`config.mk`:
```
export PLATFORM = sky130hd
export DESIGN_NAME = countdown_timer
export DESIGN_NICKNAME = d
export VERILOG_FILES = /design/src/rtl/countdown_timer.sv
export SDC_FILE = /design/constraint.sdc
export NUM_CORES = 1
export LEC_CHECK = 0
export ABC_AREA = 1
export BUFFER_PORTS_ARGS = -buffer_cell sky130_fd_sc_hd__buf_2
export CORE_UTILIZATION = 50
export DETAILED_ROUTE_END_ITERATION = 7
export PLACE_DENSITY = 0.7
export SYNTH_ARGS = -nofsm -noshare
export SYNTH_HDL_FRONTEND = slang
export SYNTH_SLANG_ARGS = --single-unit
```
`constraint.sdc`:
```
create_clock -name clk -period 3.5 [get_ports clk]
set_input_delay 0.35 -clock clk [delete_from_list [all_inputs] [get_ports clk]]
set_output_delay 0.35 -clock clk [all_outputs]
set_load 0.05 [all_outputs]
```
`src/rtl/countdown_timer.sv`:
```
// Four-digit BCD MM:SS countdown timer: loads a preset, decrements once per
// TICK_DIV clocks with borrow propagation, stops at 00:00 and flags expiry.
module countdown_timer #(
    parameter int TICK_DIV = 100_000_000
) (
    input  logic        clk,
    input  logic        rst,
    input  logic        clear,
    input  logic        load,
    input  logic [15:0] load_val,
    input  logic        start_stop,
    output logic [15:0] q,
    output logic        running,
    output logic        expired,
    output logic        done_pulse
);

    localparam int PW = $clog2(TICK_DIV);

    localparam logic [1:0] S_IDLE   = 2'd0;
    localparam logic [1:0] S_RUN    = 2'd1;
    localparam logic [1:0] S_PAUSED = 2'd2;
    localparam logic [1:0] S_DONE   = 2'd3;

    logic [1:0]    r_state;
    logic [15:0]   r_q;
    logic [PW-1:0] r_presc;
    logic          r_done_pulse;

    logic          w_tick;
    logic [15:0]   w_dec;
    logic [15:0]   w_clamped;

    function automatic logic [3:0] clamp_digit(input logic [3:0] d, input logic [3:0] max);
        return (d > max) ? max : d;
    endfunction

    assign w_clamped = {clamp_digit(load_val[15:12], 4'd9),
                        clamp_digit(load_val[11:8],  4'd9),
                        clamp_digit(load_val[7:4],   4'd5),
                        clamp_digit(load_val[3:0],   4'd9)};

    assign w_tick = (r_state == S_RUN) && (r_presc == PW'(TICK_DIV - 1));

    // Borrow ripples from seconds-ones upward; a digit at zero reloads its
    // maximum (9 or 5) and passes the borrow on.
    always_comb begin
        w_dec = r_q;
        if (r_q[3:0] != 4'd0) begin
            w_dec[3:0] = r_q[3:0] - 4'd1;
        end else begin
            w_dec[3:0] = 4'd9;
            if (r_q[7:4] != 4'd0) begin
                w_dec[7:4] = r_q[7:4] - 4'd1;
            end else begin
                w_dec[7:4] = 4'd5;
                if (r_q[11:8] != 4'd0) begin
                    w_dec[11:8] = r_q[11:8] - 4'd1;
                end else begin
                    w_dec[11:8]  = 4'd9;
                    w_dec[15:12] = r_q[15:12] - 4'd1;
                end
            end
        end
    end

    // NOTE: every register here is written with <= so all updates in a cycle
    // see the pre-edge values, regardless of statement order.
    always_ff @(posedge clk) begin
        if (rst) begin
            r_state      <= S_IDLE;
            r_q          <= 16'h0000;
            r_presc      <= '0;
            r_done_pulse <= 1'b0;
        end else begin
            r_done_pulse <= 1'b0;
            if (clear) begin
                r_state <= S_IDLE;
                r_q     <= 16'h0000;
                r_presc <= '0;
            end else if (load && (r_state != S_RUN)) begin
                r_state <= S_IDLE;
                r_q     <= w_clamped;
                r_presc <= '0;
            end else begin
                case (r_state)
                    S_IDLE: begin
                        if (start_stop && (r_q != 16'h0000)) begin
                            r_state <= S_RUN;
                            r_presc <= '0;
                        end
                    end
                    S_RUN: begin
                        if (w_tick) begin
                            r_q     <= w_dec;
                            r_presc <= '0;
                            if (r_q == 16'h0001) begin
                                r_state      <= S_DONE;
                                r_done_pulse <= 1'b1;
                            end else if (start_stop) begin
                                r_state <= S_PAUSED;
                            end
                        end else begin
                            r_presc <= r_presc + PW'(1);
                            if (start_stop) begin
                                r_state <= S_PAUSED;
                            end
                        end
                    end
                    S_PAUSED: begin
                        if (start_stop) begin
                            r_state <= S_RUN;
                        end
                    end
                    default: begin
                    end
                endcase
            end
        end
    end

    assign q          = r_q;
    assign running    = (r_state == S_RUN);
    assign expired    = (r_state == S_DONE);
    assign done_pulse = r_done_pulse;

endmodule

```
* After elaboration in Yosys (flattened, before gate mapping)
Index checks and enable logic that the tools add are counted.
Word-level totals: register bits 46, input bits 21, output and inout port bits 19, logic and storage cells 73
Cells by class: add/subtract/negate cells 5, order comparisons 4, eq/ne operators 11, mux-type cells 23, bitwise gates (word level) 2, reductions and logical operators 21
Operators by type and width (number):
- 2-to-1 mux 27 bit | 2
- case mux 27 bit (2 select lines) | 1
- 2-to-1 mux 16 bit | 3
- 2-to-1 mux 4 bit | 8
- adder 27 x 1 -> 27 bit (second input constant) | 1
- == test 27 bit (second input constant) | 1
- == test 16 x 1 -> 1 bit (second input constant) | 1
- nonzero test 16 bit | 1
- subtractor 4 x 1 -> 4 bit (second input constant) | 4
- > comparator 4 bit (second input constant) | 3
- 2-to-1 mux 12 bit | 1
- nonzero test 4 bit | 3
- 2-to-1 mux 2 bit | 5
- 2-to-1 mux 8 bit | 1
- != test 2 x 1 -> 1 bit (second input constant) | 4
- case mux 2 bit (3 select lines) | 1
- AND reduction 3 bit | 2
- nonzero test 2 bit | 3
- AND reduction 5 bit | 1
- OR reduction 5 bit | 1
- == test 2 bit (second input constant) | 2
- > comparator 4 x 3 -> 1 bit (second input constant) | 1
- != test 2 bit (second input constant) | 2
- AND reduction 2 bit | 2
- 9 further kinds | 12

* Longest topological paths before layout
Gate-level depths: netlist of the first run.
depth in word-level cells 7, gate-level depth with buffers 12

* Worst setup path before layout of the first run
No wires, ideal clock.
path type register to register, start point register r_q[12] (netlist: q[12]), end point register r_presc[10], arrival 1.724 ns, path slack 1.658 ns, cell stages (with the launch flop) 12, period minus slack after synthesis 1.842 ns, path through dfxtp_1 -> inv_1 -> ha_1 -> nand2_1 -> nor2_1 -> nand2_1 -> nand2_2 -> nand2_4 -> clkinv_2 -> buf_6 -> nor3_1 -> nor2_1
On the way: cells in the longest elaborated chain, start to end 4
RTL lines:
- from (decl) | RTL line 26 | logic [15:0] r_q;
- from (signal assigned) | RTL line 83 | r_q <= w_clamped;
- from (signal assigned) | RTL line 95 | r_q <= w_dec;
- nonzero test 16 bit | RTL line 88 | if (start_stop && (r_q != 16'h0000)) begin
- logical AND 1 bit | RTL line 88
- != test 2 bit (no source line)
- AND reduction 2 bit (no source line)
- to (signal assigned) | RTL line 104 | r_presc <= r_presc + PW'(1);
- to (decl) | RTL line 27 | logic [PW-1:0] r_presc;
No other way between the ends. A chain may end at the register's enable or synchronous reset.

* Final worst setup path of the first run
start point register r_state[1], end point register r_presc[12]
On the way: cells in the longest elaborated chain, start to end 4, elaborated cells on any way between the ends 11, classes of those cells eq/ne: 3; mux: 2; reduce/logical: 6
RTL lines:
- from (decl) | RTL line 25 | logic [1:0] r_state;
- from (signal assigned) | RTL line 71 | r_state <= S_IDLE;
- from (signal assigned) | RTL line 78 | r_state <= S_IDLE;
- from (signal assigned) | RTL line 82 | r_state <= S_IDLE;
- == test 2 x 1 -> 1 bit | RTL line 43, 86
- logical AND 1 bit | RTL line 43 | assign w_tick = (r_state == S_RUN) && (r_presc == PW'(TICK_DIV - 1));
- 2-to-1 mux 27 bit | RTL line 94 | if (w_tick) begin
- case mux 27 bit (2 select lines) | RTL line 86 | case (r_state)
Several ways; a longest one is shown, not always the timed one.

==> results_dict.tcl, run 1 <==
set metrics [dict create \
    outcome "finished clean" \
    hold_viol_final 0 \
    die_w_um 80.0 \
    post-route-period-util_pct 54.8 \
    holdWs_ns 0.342 \
    totalWireLength_um 7040 \
    core_area_sq_um 5890 \
    min_from "load_val[2]" \
    pwr-share-seq_pct 47.8 \
    insertion_delay_ns 0.31 \
    synth_seq_cells 46 \
    synth_area_sq_um 3040 \
    area_delta_synth_final_pct 10.7 \
    synth_edf_count 0 \
    tns_ns 0 \
    skew_ns 0.0117 \
    crit_path_top_delay_cell "dfxtp_1" \
    drt_iter0_drc 161 \
    worstSetupPathDepth 9 \
    ys_types 35 \
    hold_end "q[2]$_SDFFE_PP0P_" \
    place.gp.congestion 0.879 \
    synth-async-reset-ratio_pct 0 \
    firstDrtPassIters 4 \
    placed_area_sq_um 3260 \
    gr-usage-all-layers_pct 23.7 \
    syn_avg_cell_area_sq_um 6.16 \
    worstPathRequired_ns 3.74 \
    crit_path_start_kind "flip-flop" \
    grt_max_degree 24 \
    cts_hold_buffers 0 \
    final_layout_size_suffix_gt1_share_pct 15.7 \
    finalSetupViolations 0 \
    worst_slew_pin_slew_ns 0.423 \
    synth_top_area_share_pct 30.3 \
    io_pins 40 \
    period_needed_ns 1.92 \
    p_leak_nw 1.43 \
    htreeDepth 2 \
    drc 0 \
    slowest_delay_ns 0.34 \
    grt_overflow 0 \
    critical_path.cell_chain "inv_1, nand2_4, nand2_4, inv_2, nor2_2, inv_2, o21ai_4, nand2_1, nor2_1" \
    synth_top_area_cell "dfxtp_1" \
    drtAntennaViolNets 0 \
    rows 28 \
    via_per_inst 5.13 \
    critPathTopFamily "simple AND/OR/NAND/NOR gates" \
    max_freq_ghz 0.522 \
    worstPathArrival_ns 2.16 \
    dieArea_sq_um 6390 \
    critPathBufInv 3 \
    initial_core_util_pct 51.6 \
    end_kind "flip-flop" \
    synth_flop_cell "dfxtp_1" \
    port_buffers 39 \
    p_int_mw 0.797 \
    hpwlAfterDp_um 5340 \
    cts_buffers 5 \
    p_comb_share_pct 16.7 \
    r2r_start "r_state[1]$_SDFFE_PP0P_" \
    power_density_nw_per_um2 337 \
    drv_slew 0 \
    die_h_um 80.0 \
    yosysWarnings 0 \
    wl_per_cell_um 11.6 \
    synth_top_cells_by_area "dfxtp_1 30%, nand2_1 17%, nand3_1 8.4%, nor2_1 8.4%, inv_1 6.2%" \
    hp-class "in2reg" \
    reg2reg_setup_slack_ns 1.58 \
    cap_viol_max_count 0 \
    sw_frac_of_total_pct 29.7 \
    p_sw_mw 0.336 \
    vias 3102 \
    min_path_cells 3 \
    cts_tree "yes" \
    p_clk_share_pct 35.5 \
    worstReg2RegEnd "r_presc[12]$_SDFFE_PP0P_" \
    cp_max_fo 21 \
    cts_root_buffer "clkbuf_8" \
    peakVddDrop_uv 167 \
    crit_type "reg2reg" \
    cts_buffer_depth 2 \
    syn-num-nets 517 \
    fin_nets 553 \
    grt_pass1_vias 2710 \
    clk_pin_slew_ns 0.09 \
    cts_sinks 46 \
    worstRegToRegCells 9 \
    grt_antenna_before_repair 0 \
    diodes 0 \
    finish.instance_area_sq_um 3370 \
    grt_pass1_wl_um 11900 \
    rsz0062_at_grt "false" \
    synth_cells 493 \
    post-cts-setup-buffer-count 0 \
    synth_seq_area_share_pct 30.3 \
    postCtsResizedCells 0 \
    relSlewSlack_pct 71.7 \
]
-- synth_stat cells, types with 6 or more instances --
cell,number
nor3_1,7
nor2_1,68
nand3_1,51
buf_2,6
nor2_2,7
nand2_2,6
inv_1,50
o21ai_0,21
nand2_1,140
dfxtp_1,46
nand4_1,7
a21oi_1,36
-- per-stage QoR --
step / setup WS, ns / instances / power [mW] / util [%]
after floorplan: 1.66 / 493 / 0.710 / -
after CTS: 1.54 / 605 / 1.14 / 57.2
after global routing: 1.33 / 605 / 1.18 / 57.2
after detailed placement: 1.56 / 597 / 0.745 / 55.3
after global placement: 1.61 / 597 / 0.743 / 55.3
final: 1.58 / 605 / 1.13 / 57.2
-- worst max-delay path by stage --
stage,startpoint,endpoint,slack [ns]
2_1_floorplan,q[12]$_SDFFE_PP0P_,r_presc[10]$_SDFFE_PP0P_,1.66
3_3_place_gp,r_state[1]$_SDFFE_PP0P_,r_presc[12]$_SDFFE_PP0P_,1.61
3_5_place_dp,r_state[1]$_SDFFE_PP0P_,r_presc[12]$_SDFFE_PP0P_,1.56
4_1_cts,q[12]$_SDFFE_PP0P_,r_presc[12]$_SDFFE_PP0P_,1.54
5_1_grt,r_state[0]$_SDFFE_PP0P_,r_presc[2]$_SDFFE_PP0P_,1.33
6_report,r_state[1]$_SDFFE_PP0P_,r_presc[12]$_SDFFE_PP0P_,1.58
-- sequential cells by signal, summed over array words and instances (netlist names) --
signal      cells
done_pulse      1
q              16
r_presc        27
r_state         2
-- metal layers --
metal  wire length, um  GRT usage, %
met1              3280          29.4
met2              3440          41.8
met3               255          3.77
met4                68          6.79
met5                 0             0
-- worst reg2reg max path: stages (launching register included) --
cell	delay [ns]
dfxtp_1	0.34
inv_1	0.11
nand2_4	0.10
nand2_4	0.20
inv_2	0.18
nor2_2	0.22
inv_2	0.22
o21ai_4	0.31
nand2_1	0.09
nor2_1	0.09
-- cell families (layout without fill, tap and decap cells) --
group | Yosys count | count (layout) | synth area share [%]
flip-flops | 46 | 46 | 30.3
AO/OA/AOI/OAI | 66 | 66 | 11.7
buffers and inverters | 67 | 104 | 9.63
AND/OR/NAND/NOR | 306 | 306 | 45.7
XOR/XNOR | 5 | 5 | 1.44
adder cells (fa/ha/maj) | 3 | 3 | 1.24
-- cells in the final DEF (no fill, tap or decap), types with 4 or more instances in the layout --
cell type / synthesis / routed
nor3_1: 7 / 7
xor2_1: 4 / 4
nand2_1: 140 / 140
nand3_1: 51 / 51
nor2_2: 7 / 7
inv_1: 50 / 50
nand3b_1: 4 / 4
buf_2: 6 / 39
o21ai_0: 21 / 21
nand2_2: 6 / 6
nand2_4: 5 / 5
nor2_1: 68 / 68
a21oi_1: 36 / 36
nor2_4: 4 / 4
clkbuf_8: 0 / 5
inv_2: 4 / 4
nand4_1: 7 / 7
dfxtp_1: 46 / 46
-- final cells by class --
type                       count  area, sq um
multi-input combinational    380         1830
tap                           75         93.8
clock buffer                   5         68.8
fill                         611         2520
sequential                    46          921
clock inverter                 3         40.0
timing repair buffer          40          203
inverter                      56          214
-- power groups by stage --
stage,clock network (mW),registers (mW),logic (mW)
after global routing,0.428,0.544,0.213
after floorplan,0,0.581,0.130
after detailed placement,0,0.554,0.191
after CTS,0.405,0.542,0.192
final,0.402,0.542,0.189
after global placement,0,0.554,0.189
Power figures use the tool's default switching activity.
==> run 2: changes to the inputs <==
==> constraint.sdc (replaced) <==
create_clock -name clk -period 1.9 [get_ports clk]
set_input_delay 0.19 -clock clk [delete_from_list [all_inputs] [get_ports clk]]
set_output_delay 0.19 -clock clk [all_outputs]
set_load 0.05 [all_outputs]
==> run 2 against run 1 <==
Sequential share of layout area is 0.16 points lower; final cell count grew 0.99%; die area unchanged; maximum frequency grew 14%; non-clock buffer count rose by 7; clock power grew 46%; largest cell class unchanged; highest routed layer unchanged.
==> results_dict.tcl, run 2 (synthesized netlist as in run 1, its figures left out) <==
set metrics [dict create \
    cts_hold_buffers 0 \
    cts_buffer_depth 2 \
    cts_sinks 46 \
    pre_cts_ws_ns 0.145 \
    diodes 0 \
    htreeDepth 2 \
    tns_ns 0 \
    grt_pass1_vias 2633 \
    sw_frac_of_total_pct 31.4 \
    wl_per_cell_um 11.5 \
    outcome "finished clean" \
    crit_type "reg2reg" \
    p_sw_mw 0.612 \
    final_common_cell "nand2_1" \
    p_leak_nw 1.45 \
    clk_pin_slew_ns 0.09 \
    placed_area_sq_um 3310 \
    final_cell_mix "140 x nand2_1, 68 x nor2_1, 51 x nand3_1" \
    cp_max_fo 10 \
    multi_input_area_sq_um 1830 \
    max_freq_ghz 0.595 \
    cts_tree "yes" \
    crit_path_start_kind "flip-flop" \
    place.gp.congestion 0.837 \
    gr-usage-all-layers_pct 22.8 \
    cts_buffers 5 \
    setup_slack_ns 0.220 \
    drt_iter0_drc 171 \
    p_int_mw 1.34 \
    drtAntennaViolNets 0 \
    finish.instance_area_sq_um 3390 \
    peakVddDrop_uv 330 \
    relSlewSlack_pct 78.9 \
    hp-class "in2reg" \
    via_per_inst 5.07 \
    die_h_um 80.0 \
    power_density_nw_per_um2 575 \
    drv_slew 0 \
    fin_nets 560 \
    die_w_um 80.0 \
    io_pins 40 \
    fin_total_pwr_mw 1.95 \
    skew_ns 0.00669 \
    finalSetupViolations 0 \
    grt_max_degree 24 \
    final_layout_size_suffix_gt1_share_pct 16.8 \
    dieArea_sq_um 6390 \
    rsz0062_at_grt "false" \
    hold_viol_final 0 \
    post-route-period-util_pct 88.4 \
    grt_overflow 0 \
    insertion_delay_ns 0.30 \
    post-cts-setup-buffer-count 0 \
    grt_pass1_wl_um 11500 \
    fin_util_pct 57.6 \
    cts_root_buffer "clkbuf_8" \
    firstDrtPassIters 4 \
    dp.cells 604 \
    area_delta_synth_final_pct 11.6 \
    stdcell_count 611 \
    top_register "r_presc" \
    pwr-share-seq_pct 51.2 \
    totalWireLength_um 7040 \
    holdWs_ns 0.194 \
    p_comb_share_pct 18.7 \
    initial_core_util_pct 51.6 \
    worstPathArrival_ns 1.88 \
    register_area_sq_um 922 \
    grt_antenna_before_repair 0 \
    nFillCells 609 \
    cap_viol_max_count 0 \
    hpwlAfterDp_um 5290 \
    port_buffers 39 \
    core_area_sq_um 5890 \
    largest_reg_flops 27 \
    worst_slew_pin_slew_ns 0.313 \
    drc 0 \
    p_clk_share_pct 30.1 \
    worstPathRequired_ns 2.10 \
    end_kind "flip-flop" \
    rows 28 \
    vias 3096 \
    period_needed_ns 1.68 \
]
run 2: cell count changes in the layout (fill, tap and decap cells not counted), sizes merged:
cell	previous run	this run
clkinv	3	2
bufinv	1	0
buf	40	47
inv	55	56
run 2: path summary, 6_finish.rpt:
kind | start | to | slack (ns) | cells past startpoint
max | r_presc[1]$_SDFFE_PP0P_ | q[4]$_SDFFE_PP0P_ | 0.22 | 10
min | load_val[2] | q[2]$_SDFFE_PP0P_ | 0.19 | 3
max reg2reg | r_presc[1]$_SDFFE_PP0P_ | q[4]$_SDFFE_PP0P_ | 0.22 | 10
min reg2reg | q[7]$_SDFFE_PP0P_ | q[7]$_SDFFE_PP0P_ | 0.47 | 2
run 2: layout make-up:
class                      instances  area share (%)
timing repair buffer              47            7.53
tap                               75            2.77
clock buffer                       5            2.03
multi-input combinational        380            53.8
inverter                          56            6.35
sequential                        46            27.2
clock inverter                     2           0.295
run 2: routing by layer:
metal  global-route usage, %  up-vias  share of wire [%]
li1                        -     1662                  -
met1                    28.8     1366                 48
met2                    39.6       58                 47
met3                    3.31       10                3.2
met4                    7.50        0                1.4
met5                       0        -                  0
run 2: power by group through the flow:
stage / registers (mW) / logic [mW] / clock network [mW]
final: 0.998 / 0.365 / 0.587
after global routing: 1.00 / 0.403 / 0.641
after CTS: 0.998 / 0.367 / 0.601
after detailed placement: 1.02 / 0.365 / 0
after global placement: 1.02 / 0.361 / 0
after floorplan: 1.07 / 0.239 / 0
run 2: timing repair:
item / 4_1_cts / 5_1_grt
resized for setup: 0 / 2
endpoints found under the hold margin: 0 / 0
setup endpoints to repair: 0 / 11
run 2: critical path, cell delays in order, from the launching register on:
cell	delay, ns
dfxtp_2	0.37
ha_1	0.20
nand2_1	0.09
nor2_2	0.12
nand2_2	0.13
nor2_4	0.19
nand2_2	0.13
nand2_4	0.14
nand2_1	0.09
nand2_1	0.07
a21oi_1	0.06
